$ cat src/rtl/oled_spi_tx.sv
// SPI mode-0 byte transmitter for an OLED panel, including the power-on reset pulse sequence.
// Define OLED_TX_FIFO_EN for a 4-entry input FIFO; otherwise a single holding register is used.
module oled_spi_tx #(
  parameter int CLK_DIV    = 4,
  parameter int RES_CYCLES = 1000000
) (
  input  logic       CLK_100MHz,
  input  logic       RST,
  input  logic [7:0] tx_data,
  input  logic       tx_dc,
  input  logic       tx_valid,
  output logic       tx_ready,
  output logic       busy,
  output logic       init_done,
  output logic       OLED_CLK,
  output logic       OLED_DIN,
  output logic       OLED_CS,
  output logic       OLED_D_C,
  output logic       OLED_RES
);

`ifdef OLED_TX_FIFO_EN
  localparam int DEPTH = 4;
  localparam int CW    = 3;
`else
  localparam int DEPTH = 1;
  localparam int CW    = 1;
`endif
  localparam int RCW = (RES_CYCLES > 1) ? $clog2(RES_CYCLES) : 1;
  localparam logic [RCW-1:0] RES_LAST  = RCW'(RES_CYCLES - 1);
  localparam logic [7:0]     HALF_LAST = 8'(CLK_DIV - 1);

  typedef enum logic [2:0] {
    RES_LOW  = 3'd0,
    RES_WAIT = 3'd1,
    IDLE     = 3'd2,
    SHIFT    = 3'd3,
    GAP      = 3'd4
  } state_t;

  state_t         r_state, w_state_nxt;
  logic [RCW-1:0] r_rcnt, w_rcnt_nxt;
  logic [7:0]     r_half, w_half_nxt;
  logic [3:0]     r_phase, w_phase_nxt;
  logic [7:0]     r_sh, w_sh_nxt;
  logic           r_sclk, w_sclk_nxt;
  logic           r_cs, w_cs_nxt;
  logic           r_dc, w_dc_nxt;
  logic           r_res, w_res_nxt;
  logic           r_init, w_init_nxt;
  logic [CW-1:0]  r_count, w_count_nxt;
  logic           r_ready;
  logic           r_busy;
  logic           w_push;
  logic           w_pop;
  logic [8:0]     w_head;

  assign w_push = tx_valid & r_ready;

`ifdef OLED_TX_FIFO_EN
  logic [8:0] r_mem [0:3];
  logic [1:0] r_wptr;
  logic [1:0] r_rptr;

  // FIFO entry write; entries carry no reset because the pointers define validity
  always_ff @(posedge CLK_100MHz) begin
    if (w_push) begin
      r_mem[r_wptr] <= {tx_dc, tx_data};
    end
  end

  // FIFO read/write pointers
  always_ff @(posedge CLK_100MHz) begin
    if (RST) begin
      r_wptr <= 2'd0;
      r_rptr <= 2'd0;
    end else begin
      if (w_push) r_wptr <= r_wptr + 2'd1;
      if (w_pop)  r_rptr <= r_rptr + 2'd1;
    end
  end

  assign w_head = r_mem[r_rptr];
`else
  logic [8:0] r_hold;

  // Single holding register for the next byte and its D/C flag
  always_ff @(posedge CLK_100MHz) begin
    if (RST) begin
      r_hold <= 9'd0;
    end else if (w_push) begin
      r_hold <= {tx_dc, tx_data};
    end
  end

  assign w_head = r_hold;
`endif

  // Storage occupancy after this cycle's push and pop
  always_comb begin
    w_count_nxt = r_count;
    case ({w_push, w_pop})
      2'b10:   w_count_nxt = r_count + CW'(1);
      2'b01:   w_count_nxt = r_count - CW'(1);
      default: w_count_nxt = r_count;
    endcase
  end

  // Next-state and next-pin logic for reset sequencing and serialisation
  always_comb begin
    w_state_nxt = r_state;
    w_rcnt_nxt  = r_rcnt;
    w_half_nxt  = r_half;
    w_phase_nxt = r_phase;
    w_sh_nxt    = r_sh;
    w_sclk_nxt  = r_sclk;
    w_cs_nxt    = r_cs;
    w_dc_nxt    = r_dc;
    w_res_nxt   = r_res;
    w_init_nxt  = r_init;
    w_pop       = 1'b0;
    case (r_state)
      RES_LOW: begin
        w_res_nxt = 1'b0;
        if (r_rcnt == RES_LAST) begin
          w_state_nxt = RES_WAIT;
          w_rcnt_nxt  = '0;
          w_res_nxt   = 1'b1;
        end else begin
          w_rcnt_nxt = r_rcnt + RCW'(1);
        end
      end
      RES_WAIT: begin
        w_res_nxt = 1'b1;
        if (r_rcnt == RES_LAST) begin
          w_state_nxt = IDLE;
          w_rcnt_nxt  = '0;
          w_init_nxt  = 1'b1;
        end else begin
          w_rcnt_nxt = r_rcnt + RCW'(1);
        end
      end
      IDLE: begin
        w_cs_nxt   = 1'b1;
        w_sclk_nxt = 1'b0;
        if (r_count != '0) begin
          w_pop       = 1'b1;
          w_state_nxt = SHIFT;
          w_sh_nxt    = w_head[7:0];
          w_dc_nxt    = w_head[8];
          w_cs_nxt    = 1'b0;
          w_half_nxt  = 8'd0;
          w_phase_nxt = 4'd0;
        end else begin
          w_state_nxt = IDLE;
        end
      end
      SHIFT: begin
        // Even phases are the low half of a bit, odd phases the high half
        if (r_half == HALF_LAST) begin
          w_half_nxt = 8'd0;
          if (r_phase == 4'd15) begin
            w_state_nxt = GAP;
            w_cs_nxt    = 1'b1;
            w_sclk_nxt  = 1'b0;
          end else begin
            w_phase_nxt = r_phase + 4'd1;
            w_sclk_nxt  = ~r_phase[0];
            if (r_phase[0]) begin
              w_sh_nxt = {r_sh[6:0], 1'b0};
            end else begin
              w_sh_nxt = r_sh;
            end
          end
        end else begin
          w_half_nxt = r_half + 8'd1;
        end
      end
      GAP: begin
        if (r_half == HALF_LAST) begin
          w_half_nxt  = 8'd0;
          w_state_nxt = IDLE;
        end else begin
          w_half_nxt = r_half + 8'd1;
        end
      end
      default: begin
        w_state_nxt = RES_LOW;
        w_rcnt_nxt  = '0;
        w_res_nxt   = 1'b0;
        w_cs_nxt    = 1'b1;
        w_sclk_nxt  = 1'b0;
      end
    endcase
  end

  // State register
  always_ff @(posedge CLK_100MHz) begin
    if (RST) begin
      r_state <= RES_LOW;
    end else begin
      r_state <= w_state_nxt;
    end
  end

  // Datapath, pin and status registers
  always_ff @(posedge CLK_100MHz) begin
    if (RST) begin
      r_rcnt  <= '0;
      r_half  <= 8'd0;
      r_phase <= 4'd0;
      r_sh    <= 8'd0;
      r_sclk  <= 1'b0;
      r_cs    <= 1'b1;
      r_dc    <= 1'b0;
      r_res   <= 1'b0;
      r_init  <= 1'b0;
      r_count <= '0;
      r_ready <= 1'b1;
      r_busy  <= 1'b0;
    end else begin
      r_rcnt  <= w_rcnt_nxt;
      r_half  <= w_half_nxt;
      r_phase <= w_phase_nxt;
      r_sh    <= w_sh_nxt;
      r_sclk  <= w_sclk_nxt;
      r_cs    <= w_cs_nxt;
      r_dc    <= w_dc_nxt;
      r_res   <= w_res_nxt;
      r_init  <= w_init_nxt;
      r_count <= w_count_nxt;
      r_ready <= (w_count_nxt != CW'(DEPTH));
      r_busy  <= (w_state_nxt == SHIFT) || (w_state_nxt == GAP) || (w_count_nxt != '0);
    end
  end

  assign tx_ready  = r_ready;
  assign busy      = r_busy;
  assign init_done = r_init;
  assign OLED_CLK  = r_sclk;
  assign OLED_DIN  = r_sh[7];
  assign OLED_CS   = r_cs;
  assign OLED_D_C  = r_dc;
  assign OLED_RES  = r_res;

endmodule

$ cat config.mk
export PLATFORM = sky130hd
export DESIGN_NAME = oled_spi_tx
export DESIGN_NICKNAME = d
export VERILOG_FILES = /design/src/rtl/oled_spi_tx.sv
export SDC_FILE = /design/constraint.sdc
export NUM_CORES = 1
export LEC_CHECK = 0
export BUFFER_PORTS_ARGS = -buffer_cell sky130_fd_sc_hd__buf_2
export CORE_AREA = 2 2 71 90
export CTS_BUF_LIST = sky130_fd_sc_hd__clkbuf_2 sky130_fd_sc_hd__clkbuf_4 sky130_fd_sc_hd__clkbuf_8
export CTS_CLUSTER_DIAMETER = 80
export DETAILED_ROUTE_END_ITERATION = 7
export DIE_AREA = 0 0 73 92
export GPL_TIMING_DRIVEN = 0
export PLACE_DENSITY = 0.73
export REMOVE_ABC_BUFFERS = 1
export SLEW_MARGIN = 10
export SYNTH_ARGS = -nofsm -noshare
export SYNTH_HDL_FRONTEND = slang
export SYNTH_SLANG_ARGS = --single-unit
$ cat constraint.sdc
create_clock -name CLK_100MHz -period 3.68 [get_ports CLK_100MHz]
set_input_delay 0.184 -clock CLK_100MHz [delete_from_list [all_inputs] [get_ports CLK_100MHz]]
set_output_delay 0.184 -clock CLK_100MHz [all_outputs]
set_load 0.02 [all_outputs]
==> impl_metrics.sql <==
INSERT INTO impl_metrics (metric_group, metric, value, unit) VALUES
('die', 'dieArea', '0.00672', 'sq mm'),
('sta', 'timing.clock.skew', '0.0135', 'ns'),
('placed_design', 'numPortBuffers', '19', ''),
('setup_path', 'worst_reg2reg_setup_slack', '1.46', 'ns'),
('setup_path', 'critPathSlowestCell', 'sky130_fd_sc_hd__or4_1', ''),
('final_layout', 'share_of_final_layout_standard_cells_stronger_than_drive_strength_1', '0.140', ''),
('setup_path', 'cpPeakStageDelay', '0.74', 'ns'),
('power_and_ir_drop', 'powerDensity', '442', 'mW/mm^2'),
('sta', 'final_number_of_max_transition_violations', '0', ''),
('final_layout', 'antenna-diode-count', '0', ''),
('synth', 'synth_largest_type_area_fraction', '0.421', ''),
('sta', 'timing_worst_slew_pin_value', '0.729', 'ns'),
('setup_path', 'timing.critical_path.to_type', 'flop', ''),
('synth', 'synth.cell_area', '0.00285', 'sq mm'),
('setup_path', 'crit_chain', 'nor3b_1 > or4_1 > nor4_4 > xnor2_1 > nor2_2', ''),
('clocking', 'cts_max_path_buffers', '2', ''),
('synth', 'synth.top_cells.by_area', 'sky130_fd_sc_hd__dfxtp_1, sky130_fd_sc_hd__nand2_1, sky130_fd_sc_hd__xnor2_1', ''),
('grt', 'grt_first_pass_wirelength', '9660', 'um'),
('sta', 'report.final.setup_viol', '0', ''),
('die', 'ios', '20', ''),
('power_and_ir_drop', 'design_power_total', '0.00140', 'W'),
('grt', 'number_of_antenna_violations_at_the_first_check_in_global_routing', '0', ''),
('synth', 'synth.yosys.seq_area_share', '0.421', ''),
('worst_hold_path', 'hold_path_end', 'r_hold[6]', ''),
('detailed_routing', 'vias', '2336', ''),
('flow_run', 'cap_viol_max_count', '0', ''),
('sta', 'hold_viol', '0', ''),
('synth', 'synthDominantAreaCellType', 'sky130_fd_sc_hd__dfxtp_1', ''),
('clocking', 'cts.hold.buffers_added', '0', ''),
('placed_design', 'dp_hpwl', '3800', 'um'),
('setup_path', 'critical_path_peak_fanout', '16', ''),
('setup_path', 'critPathArrivalTime', '2.44', 'ns'),
('sta', 'rsz0062_at_grt', 'no', ''),
('setup_path', 'critPathRequiredTime', '3.90', 'ns'),
('synth', 'ys_warn_count', '0', ''),
('status', 'outcome', 'finished, final reports clean', ''),
('clocking', 'cts_buffers', '9', ''),
('detailed_routing', 'drtAntennaViolNets', '0', ''),
('synth', 'synth_edf_count', '0', ''),
('placed_design', 'pre_cts_ws', '1.46', 'ns'),
('detailed_routing', 'drt_first_pass_iters', '4', ''),
('synth', 'ys_types', '57', ''),
('grt', 'first_global_vias', '2242', ''),
('die', 'coreArea', '0.00597', 'sq mm'),
('synth', 'synthCells', '337', ''),
('sta', 'slew-limit-headroom', '0.514', ''),
('detailed_routing', 'detail_route.wl_per_cell', '13.2', 'um'),
('die', 'std_cell_rows', '32', ''),
('setup_path', 'r2r-end', 'r_rcnt[19]', ''),
('sta', 'timing.final.crit_period', '2.22', 'ns'),
('setup_path', 'r2r.worst_path.cells', '5', ''),
('sta', 'final.setup.tns', '0', 'ns'),
('detailed_routing', 'wirelength', '5610', 'um'),
('setup_path', 'setup.worst_path.class', 'flop to flop', ''),
('sta', 'fin_hold_ws', '0.0719', 'ns'),
('power_and_ir_drop', 'leakage', '1.09', 'nW'),
('detailed_routing', 'number_of_drc_markers_in_iteration_0', '149', ''),
('die', 'floorplan.die.width', '73', 'um'),
('die', 'initial_core_util', '0.478', ''),
('detailed_routing', 'detail_route.drc_violations', '0', ''),
('worst_hold_path', 'worst_hold_path_type', 'input pin to flop', ''),
('final_layout', 'finish.net_count', '367', ''),
('sta', 'timing.final.crit_share', '0.604', ''),
('clocking', 'cts_tree', 'yes', ''),
('setup_path', 'rr_startpoint', 'r_state[0]', ''),
('synth', 'asyncSetResetFlopFracSynth', '0', ''),
('clocking', 'cts.repair.resized', '0', ''),
('setup_path', 'start_kind', 'flop', ''),
('clocking', 'clk_root_buffer_cell', 'sky130_fd_sc_hd__clkbuf_8', ''),
('final_layout', 'synthToLayoutAreaGrowth', '10.9', '%'),
('synth', 'yosys_register_bits', '60', '');
[stage by stage]
| stage | std cells | cell area, sq um |
|---|---|---|
| after floorplan | 321 | 2770 |
| after global placement | 408 | 2950 |
| after detailed placement | 409 | 2960 |
| after CTS | 425 | 3160 |
| after global routing | 425 | 3160 |
| final | 425 | 3160 |
[sequential cells by signal (all words and copies together), names as in the netlist, 3 cells and up]
register and flops:
r_half 8, r_hold 9, r_phase 4, r_rcnt 20, r_sh 8, r_state 3
[cells in the final DEF, fill, tap and decap left out, drive strengths merged, types with 2 or more instances in the layout]
master and instances:
nor3b 3, mux2i 2, nand2 54, and2 2, inv 10, nor2 45
a31oi 3, clkinv 5, xor2 2, nor4 7, a21oi 24, xnor2 20
or4 2, o21bai 2, buf 20, clkbuf 9, o21ai 10, a21o 2
nand3 11, ha 3, or3 2, nor4b 2, nand4 4, a311oi 9
and3 4, nand4bb 2, a22oi 2, dfxtp 60, nor2b 2, nand3b 5
nor3 11
[worst max-delay path by stage]
stage | from | to | cells past startpoint
CTS | r_state[0] | r_rcnt[19] | 5
floorplan | r_state[1] | r_phase[3] | 5
global placement | r_state[1] | r_phase[3] | 5
detailed placement | r_state[0] | r_rcnt[19] | 5
global route | r_state[0] | r_rcnt[19] | 5
finish | r_state[0] | r_rcnt[19] | 5
[critical path, delay by kind of cell (launching register included)]
kind | cells | cell delay (ns)
simple gates | 4 | 1.29
flops | 1 | 0.64
xor+xnor | 1 | 0.17
[metal layers]
metal | share of wire | GRT usage | wire length [um]
met3 | 0.024 | 0.0374 | 136
met2 | 0.50 | 0.309 | 2810
met1 | 0.45 | 0.206 | 2540
met5 | 0 | 0 | 0
met4 | 0.020 | 0.105 | 113
[kinds of logic (layout without fill, tap and decap cells)]
kind of cell	after synthesis	in the layout	share of synthesized area
flip-flops	60	60	0.421
AO/OA/AOI/OAI	62	62	0.146
adder cells (fa/ha/maj)	3	3	0.0132
AND/OR/NAND/NOR	162	162	0.300
XOR/XNOR	22	22	0.0676
buffers and inverters	25	45	0.0408
multiplexers	3	3	0.0110
[where the power goes]
group          internal, W  switching (W)  leakage (nW)
registers         0.000675      0.0000222         0.486
logic            0.0000409      0.0000615         0.496
clock network     0.000316       0.000281         0.104
total              0.00103       0.000365          1.09
[area by class of cell]
cell class / count / area [sq um]
inverters: 9 / 33.8
well taps: 68 / 85.1
multi-input cells: 252 / 1540
fillers: 567 / 2810
repair buffers: 20 / 103
clock buffers: 9 / 124
flip-flops and latches: 60 / 1200
clock inverters: 7 / 75.1
Note: power is estimated with default switching activity, not from simulation.
